`src/rtl/ravenoc_pkg.sv`:
```
// Shared router types: flit layout, direction encoding, request/response packing
// and the XY route helpers used by the ingress stage.
package ravenoc_pkg;

  localparam int FlitWidth    = 34;
  localparam int NumVirtChn   = 3;
  localparam int VcWidth      = $clog2(NumVirtChn);
  localparam int XWidth       = 1;
  localparam int YWidth       = 1;
  localparam int PktWidth     = 8;
  localparam int FlitTpWidth  = 2;
  localparam int MinDataWidth = FlitWidth - FlitTpWidth;
  localparam int NumOutputs   = 4;
  localparam bit ZeroHighPrior = 1'b1;

  localparam int XPos  = MinDataWidth - 1;
  localparam int YPos  = XPos - XWidth;
  localparam int SzPos = YPos - YWidth;

  typedef enum logic [1:0] {
    HEAD = 2'b00,
    BODY = 2'b01,
    TAIL = 2'b10
  } flit_type_t;

  typedef enum logic [2:0] {
    LOCAL = 3'd0,
    NORTH = 3'd1,
    SOUTH = 3'd2,
    WEST  = 3'd3,
    EAST  = 3'd4
  } dir_t;

  typedef struct packed {
    flit_type_t                                       ftype;
    logic [XWidth-1:0]                                x_dest;
    logic [YWidth-1:0]                                y_dest;
    logic [PktWidth-1:0]                              pkt_size;
    logic [MinDataWidth-XWidth-YWidth-PktWidth-1:0]   rsvd;
  } s_flit_head_t;

  typedef struct packed {
    logic [FlitWidth-1:0] fdata;
    logic [VcWidth-1:0]   vc_id;
    logic                 valid;
  } s_flit_req_t;

  typedef struct packed {
    logic [NumVirtChn-1:0] ready;
  } s_flit_resp_t;

  localparam int ReqWidth = $bits(s_flit_req_t);

  function automatic logic is_head(input logic [FlitWidth-1:0] f);
    return f[FlitWidth-1 -: FlitTpWidth] == HEAD;
  endfunction

  function automatic logic is_tail(input logic [FlitWidth-1:0] f);
    return f[FlitWidth-1 -: FlitTpWidth] == TAIL;
  endfunction

  function automatic logic is_single(input logic [FlitWidth-1:0] f);
    return is_head(f) && (f[SzPos -: PktWidth] == '0);
  endfunction

  // X is resolved before Y, so packets never turn back from Y into X.
  function automatic dir_t xy_route(input logic [XWidth-1:0] dx, input logic [YWidth-1:0] dy,
                                    input logic [XWidth-1:0] rx, input logic [YWidth-1:0] ry);
    dir_t d;
    d = LOCAL;
    if (dx > rx)      d = EAST;
    else if (dx < rx) d = WEST;
    else if (dy > ry) d = SOUTH;
    else if (dy < ry) d = NORTH;
    return d;
  endfunction

  function automatic dir_t flit_route(input logic [FlitWidth-1:0] f,
                                      input logic [XWidth-1:0] rx, input logic [YWidth-1:0] ry);
    return xy_route(f[XPos -: XWidth], f[YPos -: YWidth], rx, ry);
  endfunction

  function automatic logic [1:0] out_index(input dir_t d, input dir_t in_dir);
    logic [2:0] dv;
    dv = d;
    return (d > in_dir) ? 2'(dv - 3'd1) : 2'(dv);
  endfunction

endpackage

```
`src/rtl/vc_fifo.sv`:
```
// Synchronous FIFO for one virtual channel; the head entry is always visible on data_o.
module vc_fifo
  import ravenoc_pkg::*;
#(
  parameter int WIDTH = FlitWidth,
  parameter int DEPTH = 2
) (
  input  logic             clk,
  input  logic             arst,
  input  logic             wr_i,
  input  logic [WIDTH-1:0] data_i,
  input  logic             rd_i,
  output logic [WIDTH-1:0] data_o,
  output logic             full_o,
  output logic             empty_o
);
  localparam int AW = $clog2(DEPTH);

  logic [WIDTH-1:0] mem_q [DEPTH];
  logic [AW:0]      wr_ptr_q, wr_ptr_d;
  logic [AW:0]      rd_ptr_q, rd_ptr_d;

  // Extra pointer bit tells full from empty when the indices match.
  assign empty_o = (wr_ptr_q == rd_ptr_q);
  assign full_o  = (wr_ptr_q[AW] != rd_ptr_q[AW]) && (wr_ptr_q[AW-1:0] == rd_ptr_q[AW-1:0]);
  assign data_o  = mem_q[rd_ptr_q[AW-1:0]];

  assign wr_ptr_d = (wr_i && !full_o)  ? wr_ptr_q + {{AW{1'b0}}, 1'b1} : wr_ptr_q;
  assign rd_ptr_d = (rd_i && !empty_o) ? rd_ptr_q + {{AW{1'b0}}, 1'b1} : rd_ptr_q;

  always_ff @(posedge clk or posedge arst) begin
    if (arst) begin
      wr_ptr_q <= '0;
      rd_ptr_q <= '0;
    end else begin
      wr_ptr_q <= wr_ptr_d;
      rd_ptr_q <= rd_ptr_d;
    end
  end

  always_ff @(posedge clk) begin
    if (wr_i && !full_o) mem_q[wr_ptr_q[AW-1:0]] <= data_i;
  end

endmodule

```
`src/rtl/input_router_vc.sv`:
```
// Router ingress port: per-VC buffering, XY route hold per packet, and per-output
// fixed-priority VC selection towards the four output arbiters.
module input_router_vc
  import ravenoc_pkg::*;
#(
  parameter logic [XWidth-1:0] ROUTER_X   = '0,
  parameter logic [YWidth-1:0] ROUTER_Y   = '0,
  parameter int                IN_DIR     = 0,
  parameter int                BUFF_DEPTH = 2
) (
  input  logic                                clk,
  input  logic                                arst,
  input  logic [ReqWidth-1:0]                 fin_req_i,
  output logic [NumVirtChn-1:0]               fin_resp_o,
  output logic [NumOutputs-1:0][ReqWidth-1:0] fout_req_o,
  input  logic [NumOutputs-1:0]               fout_resp_i
);
  typedef enum logic [1:0] {VC_IDLE, VC_ROUTED, VC_DRAIN} vc_state_t;

  localparam dir_t InDir = dir_t'(IN_DIR[2:0]);

  s_flit_req_t                           fin_req;
  logic [NumVirtChn-1:0]                 push, pop, full, empty, pres, drop;
  logic [NumVirtChn-1:0][FlitWidth-1:0]  head_flit;
  logic [NumVirtChn-1:0][1:0]            oidx;
  dir_t                                  rt_comb [NumVirtChn];
  dir_t                                  sel_dir [NumVirtChn];
  vc_state_t                             st_q    [NumVirtChn];
  vc_state_t                             st_d    [NumVirtChn];
  dir_t                                  route_q [NumVirtChn];
  dir_t                                  route_d [NumVirtChn];
  logic [NumOutputs-1:0]                 win_vld;
  logic [NumOutputs-1:0][VcWidth-1:0]    win_vc;

  assign fin_req    = s_flit_req_t'(fin_req_i);
  assign fin_resp_o = ~full;

  for (genvar v = 0; v < NumVirtChn; v++) begin : g_vc
    assign push[v] = fin_req.valid && (fin_req.vc_id == VcWidth'(v)) && !full[v];

    vc_fifo #(
      .WIDTH (FlitWidth),
      .DEPTH (BUFF_DEPTH)
    ) u_fifo (
      .clk     (clk),
      .arst    (arst),
      .wr_i    (push[v]),
      .data_i  (fin_req.fdata),
      .rd_i    (pop[v]),
      .data_o  (head_flit[v]),
      .full_o  (full[v]),
      .empty_o (empty[v])
    );
  end

  // Per-VC decision on the FIFO head: present to an output, or discard it.
  always_comb begin
    for (int v = 0; v < NumVirtChn; v++) begin
      rt_comb[v] = flit_route(head_flit[v], ROUTER_X, ROUTER_Y);
      sel_dir[v] = rt_comb[v];
      pres[v]    = 1'b0;
      drop[v]    = 1'b0;
      if (!empty[v]) begin
        unique case (st_q[v])
          VC_IDLE: begin
            if (!is_head(head_flit[v]) || rt_comb[v] == InDir) drop[v] = 1'b1;
            else                                               pres[v] = 1'b1;
          end
          VC_ROUTED: begin
            if (!is_head(head_flit[v])) begin
              pres[v]    = 1'b1;
              sel_dir[v] = route_q[v];
            end
          end
          VC_DRAIN: drop[v] = !is_head(head_flit[v]);
          default: ;
        endcase
      end
      oidx[v] = out_index(sel_dir[v], InDir);
    end
  end

  // Lowest VC index wins each output.
  always_comb begin
    win_vld = '0;
    win_vc  = '0;
    for (int o = 0; o < NumOutputs; o++) begin
      for (int v = 0; v < NumVirtChn; v++) begin
        if (!win_vld[o] && pres[v] && oidx[v] == 2'(o)) begin
          win_vld[o] = 1'b1;
          win_vc[o]  = VcWidth'(v);
        end
      end
    end
    pop = drop;
    for (int v = 0; v < NumVirtChn; v++) begin
      for (int o = 0; o < NumOutputs; o++) begin
        if (win_vld[o] && win_vc[o] == VcWidth'(v) && fout_resp_i[o]) pop[v] = 1'b1;
      end
    end
  end

  always_comb begin
    for (int o = 0; o < NumOutputs; o++) begin
      fout_req_o[o] = win_vld[o] ? {head_flit[win_vc[o]], win_vc[o], 1'b1} : '0;
    end
  end

  // A HEAD met mid-packet abandons the old route; the flit is re-examined from IDLE.
  always_comb begin
    for (int v = 0; v < NumVirtChn; v++) begin
      st_d[v]    = st_q[v];
      route_d[v] = route_q[v];
      if (!empty[v]) begin
        unique case (st_q[v])
          VC_IDLE: begin
            if (pop[v] && is_head(head_flit[v])) begin
              if (rt_comb[v] == InDir) begin
                st_d[v] = is_single(head_flit[v]) ? VC_IDLE : VC_DRAIN;
              end else if (!is_single(head_flit[v])) begin
                st_d[v]    = VC_ROUTED;
                route_d[v] = rt_comb[v];
              end
            end
          end
          VC_ROUTED, VC_DRAIN: begin
            if (is_head(head_flit[v]))                 st_d[v] = VC_IDLE;
            else if (pop[v] && is_tail(head_flit[v]))  st_d[v] = VC_IDLE;
          end
          default: st_d[v] = VC_IDLE;
        endcase
      end
    end
  end

  always_ff @(posedge clk or posedge arst) begin
    if (arst) begin
      for (int v = 0; v < NumVirtChn; v++) begin
        st_q[v]    <= VC_IDLE;
        route_q[v] <= LOCAL;
      end
    end else begin
      for (int v = 0; v < NumVirtChn; v++) begin
        st_q[v]    <= st_d[v];
        route_q[v] <= route_d[v];
      end
    end
  end

endmodule

```
`config.mk`:
```
export PLATFORM = sky130hd
export DESIGN_NAME = input_router_vc
export DESIGN_NICKNAME = d
export VERILOG_FILES = /design/src/rtl/ravenoc_pkg.sv /design/src/rtl/vc_fifo.sv /design/src/rtl/input_router_vc.sv
export SDC_FILE = /design/constraint.sdc
export NUM_CORES = 1
export LEC_CHECK = 0
export CAP_MARGIN = 20
export CELL_PAD_IN_SITES_DETAIL_PLACEMENT = 0
export CELL_PAD_IN_SITES_GLOBAL_PLACEMENT = 1
export CORE_MARGIN = 2
export CORE_UTILIZATION = 40
export CTS_BUF_LIST = sky130_fd_sc_hd__clkbuf_8
export CTS_CLUSTER_SIZE = 16
export DETAILED_ROUTE_END_ITERATION = 10
export PLACE_DENSITY_LB_ADDON = 0.1
export RECOVER_POWER = 50
export SLEW_MARGIN = 5
export SYNTH_ARGS = -nofsm -noshare
export SYNTH_HDL_FRONTEND = slang
export SYNTH_SLANG_ARGS = --single-unit
```
`constraint.sdc`:
```
create_clock -name clk -period 3.09 [get_ports clk]
set_input_delay 0.618 -clock clk [delete_from_list [all_inputs] [get_ports clk]]
set_output_delay 0.618 -clock clk [all_outputs]
set_load 0.05 [all_outputs]
```
Yosys cells after proc, flatten, opt, wreduce, memory -nomap -nowiden
Memories as Yosys holds them, arrays and structs flattened.
Cells that the tools add are included.
{"block": "word_totals", "ff_bits": 27, "latchBits": 0, "mem_bits_rw": 204, "rom_bits": 0, "input_bits": 43, "word_cells": 332, "mem_count": 3}
{"name": "g_vc[0].u_fifo.mem_q", "depth": 2, "width": 34, "read_ports": 1, "rd_clocked_by_memory_dff": 0, "wr": 1, "line": "vc_fifo.sv:19", "source": "logic [WIDTH-1:0] mem_q [DEPTH];"}
{"name": "g_vc[1].u_fifo.mem_q", "depth": 2, "width": 34, "read_ports": 1, "rd_clocked_by_memory_dff": 0, "wr": 1, "line": "vc_fifo.sv:19"}
{"name": "g_vc[2].u_fifo.mem_q", "depth": 2, "width": 34, "read_ports": 1, "rd_clocked_by_memory_dff": 0, "wr": 1, "line": "vc_fifo.sv:19"}
{"block": "op_classes", "add_sub_neg": 9, "mul": 0, "div_mod_pow": 0, "magnitude_cmp": 19, "eq_ne": 46, "shifts": 0, "muxes": 116, "bitwise_logic": 10, "reduce_logical": 117}
{"op": "binary-select mux 34 bit (select 2 bit)", "count": 4}
{"op": "two-way mux 37 bit", "count": 4}
{"op": "two-way mux 34 bit", "count": 4}
{"op": "logical AND 1 bit", "count": 68}
{"op": "two-way mux 2 bit", "count": 30}
{"op": "two-way mux 1 bit", "count": 52}
{"op": "two-way mux 3 bit", "count": 13}
{"op": "equality test 2 bit (second input constant)", "count": 17}
{"op": "logical NOT 2 bit", "count": 14}
{"op": "logical NOT 8 bit", "count": 3}
{"op": "equality test 2 x 1 -> 1 bit (second input constant)", "count": 11}
{"op": "!= test 3 bit (second input constant)", "count": 6}
{"op": "logical NOT 1 bit", "count": 17}
{"op": "AND reduction 5 bit", "count": 3}
{"op": "adder 2 x 1 -> 2 bit (second input constant)", "count": 6}
{"op": "< comparator 2 x 3 -> 1 bit (second input constant)", "count": 4}
{"op": "case mux 1 bit (2 select lines)", "count": 6}
{"op": "case mux 2 bit (2 select lines)", "count": 3}
{"op": "AND reduction 4 bit", "count": 3}
{"op": "greater-than comparator 3 x 1 -> 1 bit (second input constant)", "count": 3}
{"op": "logical NOT 3 bit", "count": 3}
{"op": "inverter 1 bit", "count": 9}
{"op": "equality test 2 bit", "count": 3}
{"op": "greater-than comparator 1 bit (second input constant)", "count": 6}
{"op": "other kinds (8)", "count": 25}

Logic depth before layout (Yosys ltp)
An unclocked memory read counts as a cell.
{"block": "logic_depth", "depth_word": 33, "mapped_depth": 12}

Modules after synthesis
A second synthesis with hierarchy kept.
{"block": "hier_totals", "hier_cells": 1001, "hier_area_um2": 11728.7}
{"mod": "vc_fifo", "instances": 3, "cells_per_inst": 133, "area_each_um2": 2700.1, "seq_area_each_um2": 2142.1}
{"mod": "input_router_vc", "instances": 1, "cells_per_inst": 602, "area_each_um2": 3628.5, "seq_area_each_um2": 300.3}

Worst setup path before layout
No wires, ideal clock.
{"block": "synth_timing", "path_type": "reg2out", "start": "reg g_vc[2].u_fifo.rd_ptr_q[0]", "end": "out fout_req_o[39] (netlist name)", "arrival_ps": 3051, "required_ps": 2472, "path_slack_ps": -579, "stages_incl_launch_ff": 9, "cell_sequence": "dfrtp_1 > buf_4 > or3b_2 > and2_1 > buf_2 > nand3b_1 > a21oi_2 > buf_2 > nor3b_1"}
{"item": "from (decl)", "line": "vc_fifo.sv:21", "source": "logic [AW:0] rd_ptr_q, rd_ptr_d;"}
{"item": "from (signal assigned)", "line": "vc_fifo.sv:37", "source": "rd_ptr_q <= rd_ptr_d;"}
{"item": "to (decl)", "line": "input_router_vc.sv:15", "source": "output logic [NumOutputs-1:0][ReqWidth-1:0] fout_req_o,"}

==> results.md <==
- Status: finished with violations
- Failing checks: capacitance limit, slew limit, setup timing
- Yosys reg bits: 228
- Power per Cell Area: 1120 nW/um^2
- CP Class: reg2out
- Clk_skew: 0.0143 ns
- Standard-cell rows: 62
- Endpoints failing setup: 110
- Pin count of the biggest net entering global routing: 43
- Clock sink count: 228
- Leak: 7.19 nW
- Hold Path Class: reg2reg
- Commonest non-fill, non-tap cell in the layout: edfxtp_1
- Boundary pin count: 194
- CORE AREA: 28700 um^2
- CTS tree: built
- 1st-iter DRT viols: 687
- Depth of the CTS H-tree: 2
- Final hold vios: 0
- Hpwl dp: 23300 um
- Max transition margin: -5.84%
- Max Cap Violations: 1
- Syn Inst Count: 972
- Mapped Area: 11700 um^2
- Combinational Power Share: 69.5%
- Int Power: 12.1 mW
- Final Non-Filler Cells: 1707
- DR vias: 9615
- Fin nets: 1343
- Ys flop type: edfxtp_1
- Final Cycle Share: 115%
- DRT Pass-1 Iters: 6
- RSZ-0062 raised after global routing: true
- Crit-path max FO: 17
- Vias in the first global route: 9808
- Worst-case clock buffer depth: 3
- Root Buffer: clkbuf_8
- Filler Cell Count: 2023
- IR Drop Worst-Case VDD: 782 uV
- Starting density of the core: 40.6%
- Worst setup SP type: flip-flop
- Final setup margin: -0.476 ns
- First-pass GRT wire length: 59900 um
- Total grt overflow: 0
- Clk Latency, worst-skew pair: 0.54 ns
- Portion of total power attributed to the clock network: 12.4%
- Die Area: 30500 um^2
- Max Freq: 280 MHz
- Mapped Avg Cell Area: 12.0 um^2
- Post-Route WL: 40600 um
- Port buffer count: 155
- Sequential Power Share: 18.2%
- Final ANT Viol Nets: 0
- Placed cell count: 1572
- Residual DRC count: 0
- Crit. End Element: primary output
- Reg area: 6730 um^2
- Die X-Extent: 175 um
- Fin. max-slew vios: 25
- Final Power: 22.0 mW
- WHS: 0.488 ns
- Final Critical Period: 3.57 ns
- Number of synthesized flops with an enable pin: 204
- Gr usage total: 26.0%
- Via/cell ratio: 5.63
- Crit path required time: 2.47 ns
- WL per Instance: 23.8 um
- Die Span Y: 175 um
- Arrival @ worst endpoint: 2.95 ns
- Layout area overhead: 68.3%
- Initial antenna violation count: 3
- Net Sw Frac: 45.1%
- Layout cells sized above 1: 51.7%
- Syn. warnings: 0
- Num CTS Buffers: 41
- Clock transition at the registers of the reported paths: 0.07 ns
- Switching power of the nets: 9.94 mW
- Most frequent cells in the layout: edfxtp_1 (204), buf_12 (153), buf_4 (98)
- Number of distinct library cells after synthesis: 65
- Worst slew pin tran: 1.59 ns
- Async SR Flop Fraction: 10.5%
- Final GP Congestion: 0.845
- Area of the multi-input gates: 6600 um^2
- Seq/Total Area, Yosys: 57.7%
-- per-layer routing --
metal  routed length [um]  vias to the layer above  GRT usage, %
li1                     -                     4261             -
met4                 1070                        2          8.47
met1                16900                     4871          35.9
met3                 2720                       78          4.16
met5                   13                        -             0
met2                19900                      403          42.2
-- final timing paths --
kind,from,endpoint,slack (ns),cells after the start
min in group asynchronous,arst,g_vc[1].u_fifo.rd_ptr_q[0],1.06,3
max in group asynchronous,arst,g_vc[2].u_fifo.rd_ptr_q[0],0.98,3
worst max register to register,g_vc[0].u_fifo.rd_ptr_q[0],route_q[4],0.11,12
worst min register to register,g_vc[0].u_fifo.wr_ptr_q[1],g_vc[0].u_fifo.wr_ptr_q[1],0.49,1
worst min-delay path,g_vc[0].u_fifo.wr_ptr_q[1],g_vc[0].u_fifo.wr_ptr_q[1],0.49,1
worst max-delay path,g_vc[1].u_fifo.rd_ptr_q[0],fout_req_o[144],-0.48,10
-- registers in the layout, summed over array words and instances, names as in the netlist --
register / count
st_q: 6
route_q: 6
g_vc.u_fifo.rd_ptr_q: 6
g_vc.u_fifo.wr_ptr_q: 6
g_vc.u_fifo.mem_q: 204
-- cell families (layout without fill, tap and decap cells) --
group | after synthesis | in the layout | share of synthesized area (%)
AO/OA/AOI/OAI | 257 | 257 | 14.2
AND/OR/NAND/NOR | 229 | 229 | 10.0
flip-flops | 228 | 228 | 57.7
multiplexers | 116 | 116 | 10.7
buffers and inverters | 114 | 428 | 5.03
XOR/XNOR | 18 | 18 | 1.35
adder cells (fa/ha/maj) | 9 | 9 | 0.966
other | 1 | 38 | 0.0322
-- power by group through the flow --
stage	logic, mW	clock network [mW]	registers (mW)
2_1_floorplan	7.55	0	3.97
3_3_place_gp	13.3	0	4.05
3_5_place_dp	13.3	0	4.07
4_1_cts	14.8	2.76	4.00
5_1_grt	15.9	2.90	4.05
6_report	15.3	2.72	4.01
-- cell usage after synthesis (6+ instances only) --
cell type	number	area, um^2
nand4_1	6	37.5
nand2b_1	7	43.8
a21oi_1	101	505
xor2_1	14	123
clkbuf_1	48	180
dfrtp_1	24	601
o21ai_0	33	165
a311oi_1	8	70.1
mux2i_1	54	541
and3_1	28	175
and2_1	11	68.8
ha_1	9	113
a211oi_1	52	390
buf_4	38	285
a22o_1	27	236
mux2_2	60	676
edfxtp_1	204	6130
buf_2	13	65.1
nand2_1	64	240
nor2_1	68	255
inv_1	14	52.6
-- what timing repair did --
action / CTS / global route
setup buffers: 55 / 28
gates cloned: 12 / 2
hold buffers: 0 / 0
gates resized for setup: 182 / 87
pin swaps: 39 / 30
endpoints found under the setup margin: 111 / 112
-- layout make-up --
cell class	instances	area share, %
Multi-Input combinational cell	666	33.6
Clock buffer	43	3.02
Timing Repair Buffer	340	25.4
Sequential cell	228	34.3
Antenna cell	1	0.0128
Clock inverter	31	0.912
Inverter	14	0.268
Tap cell	384	2.45
-- worst max-delay path, cell delays in order, from the launching register on --
cell	delay [ns]
dfrtp_2	0.40
buf_4	0.15
mux2_2	0.42
o211ai_1	0.15
a21o_1	0.24
and4b_4	0.35
buf_12	0.19
a22o_1	0.18
nand2_1	0.07
o21ai_2	0.08
buf_12	0.16
-- through the flow --
step / setup WS [ns] / area, um^2 / setup TNS (ns) / utilization [%]
global placement: 0.0160 / 16700 / 0 / 58.0
finish: -0.476 / 19600 / -43.09 / 68.4
floorplan: -0.0443 / 12800 / -0.207 / -
CTS: -0.450 / 19000 / -42.85 / 66.3
detailed placement: -0.00992 / 16700 / -0.0543 / 58.0
global route: -0.555 / 19600 / -51.98 / 68.4
Note: power is estimated with default switching activity, not from simulation.
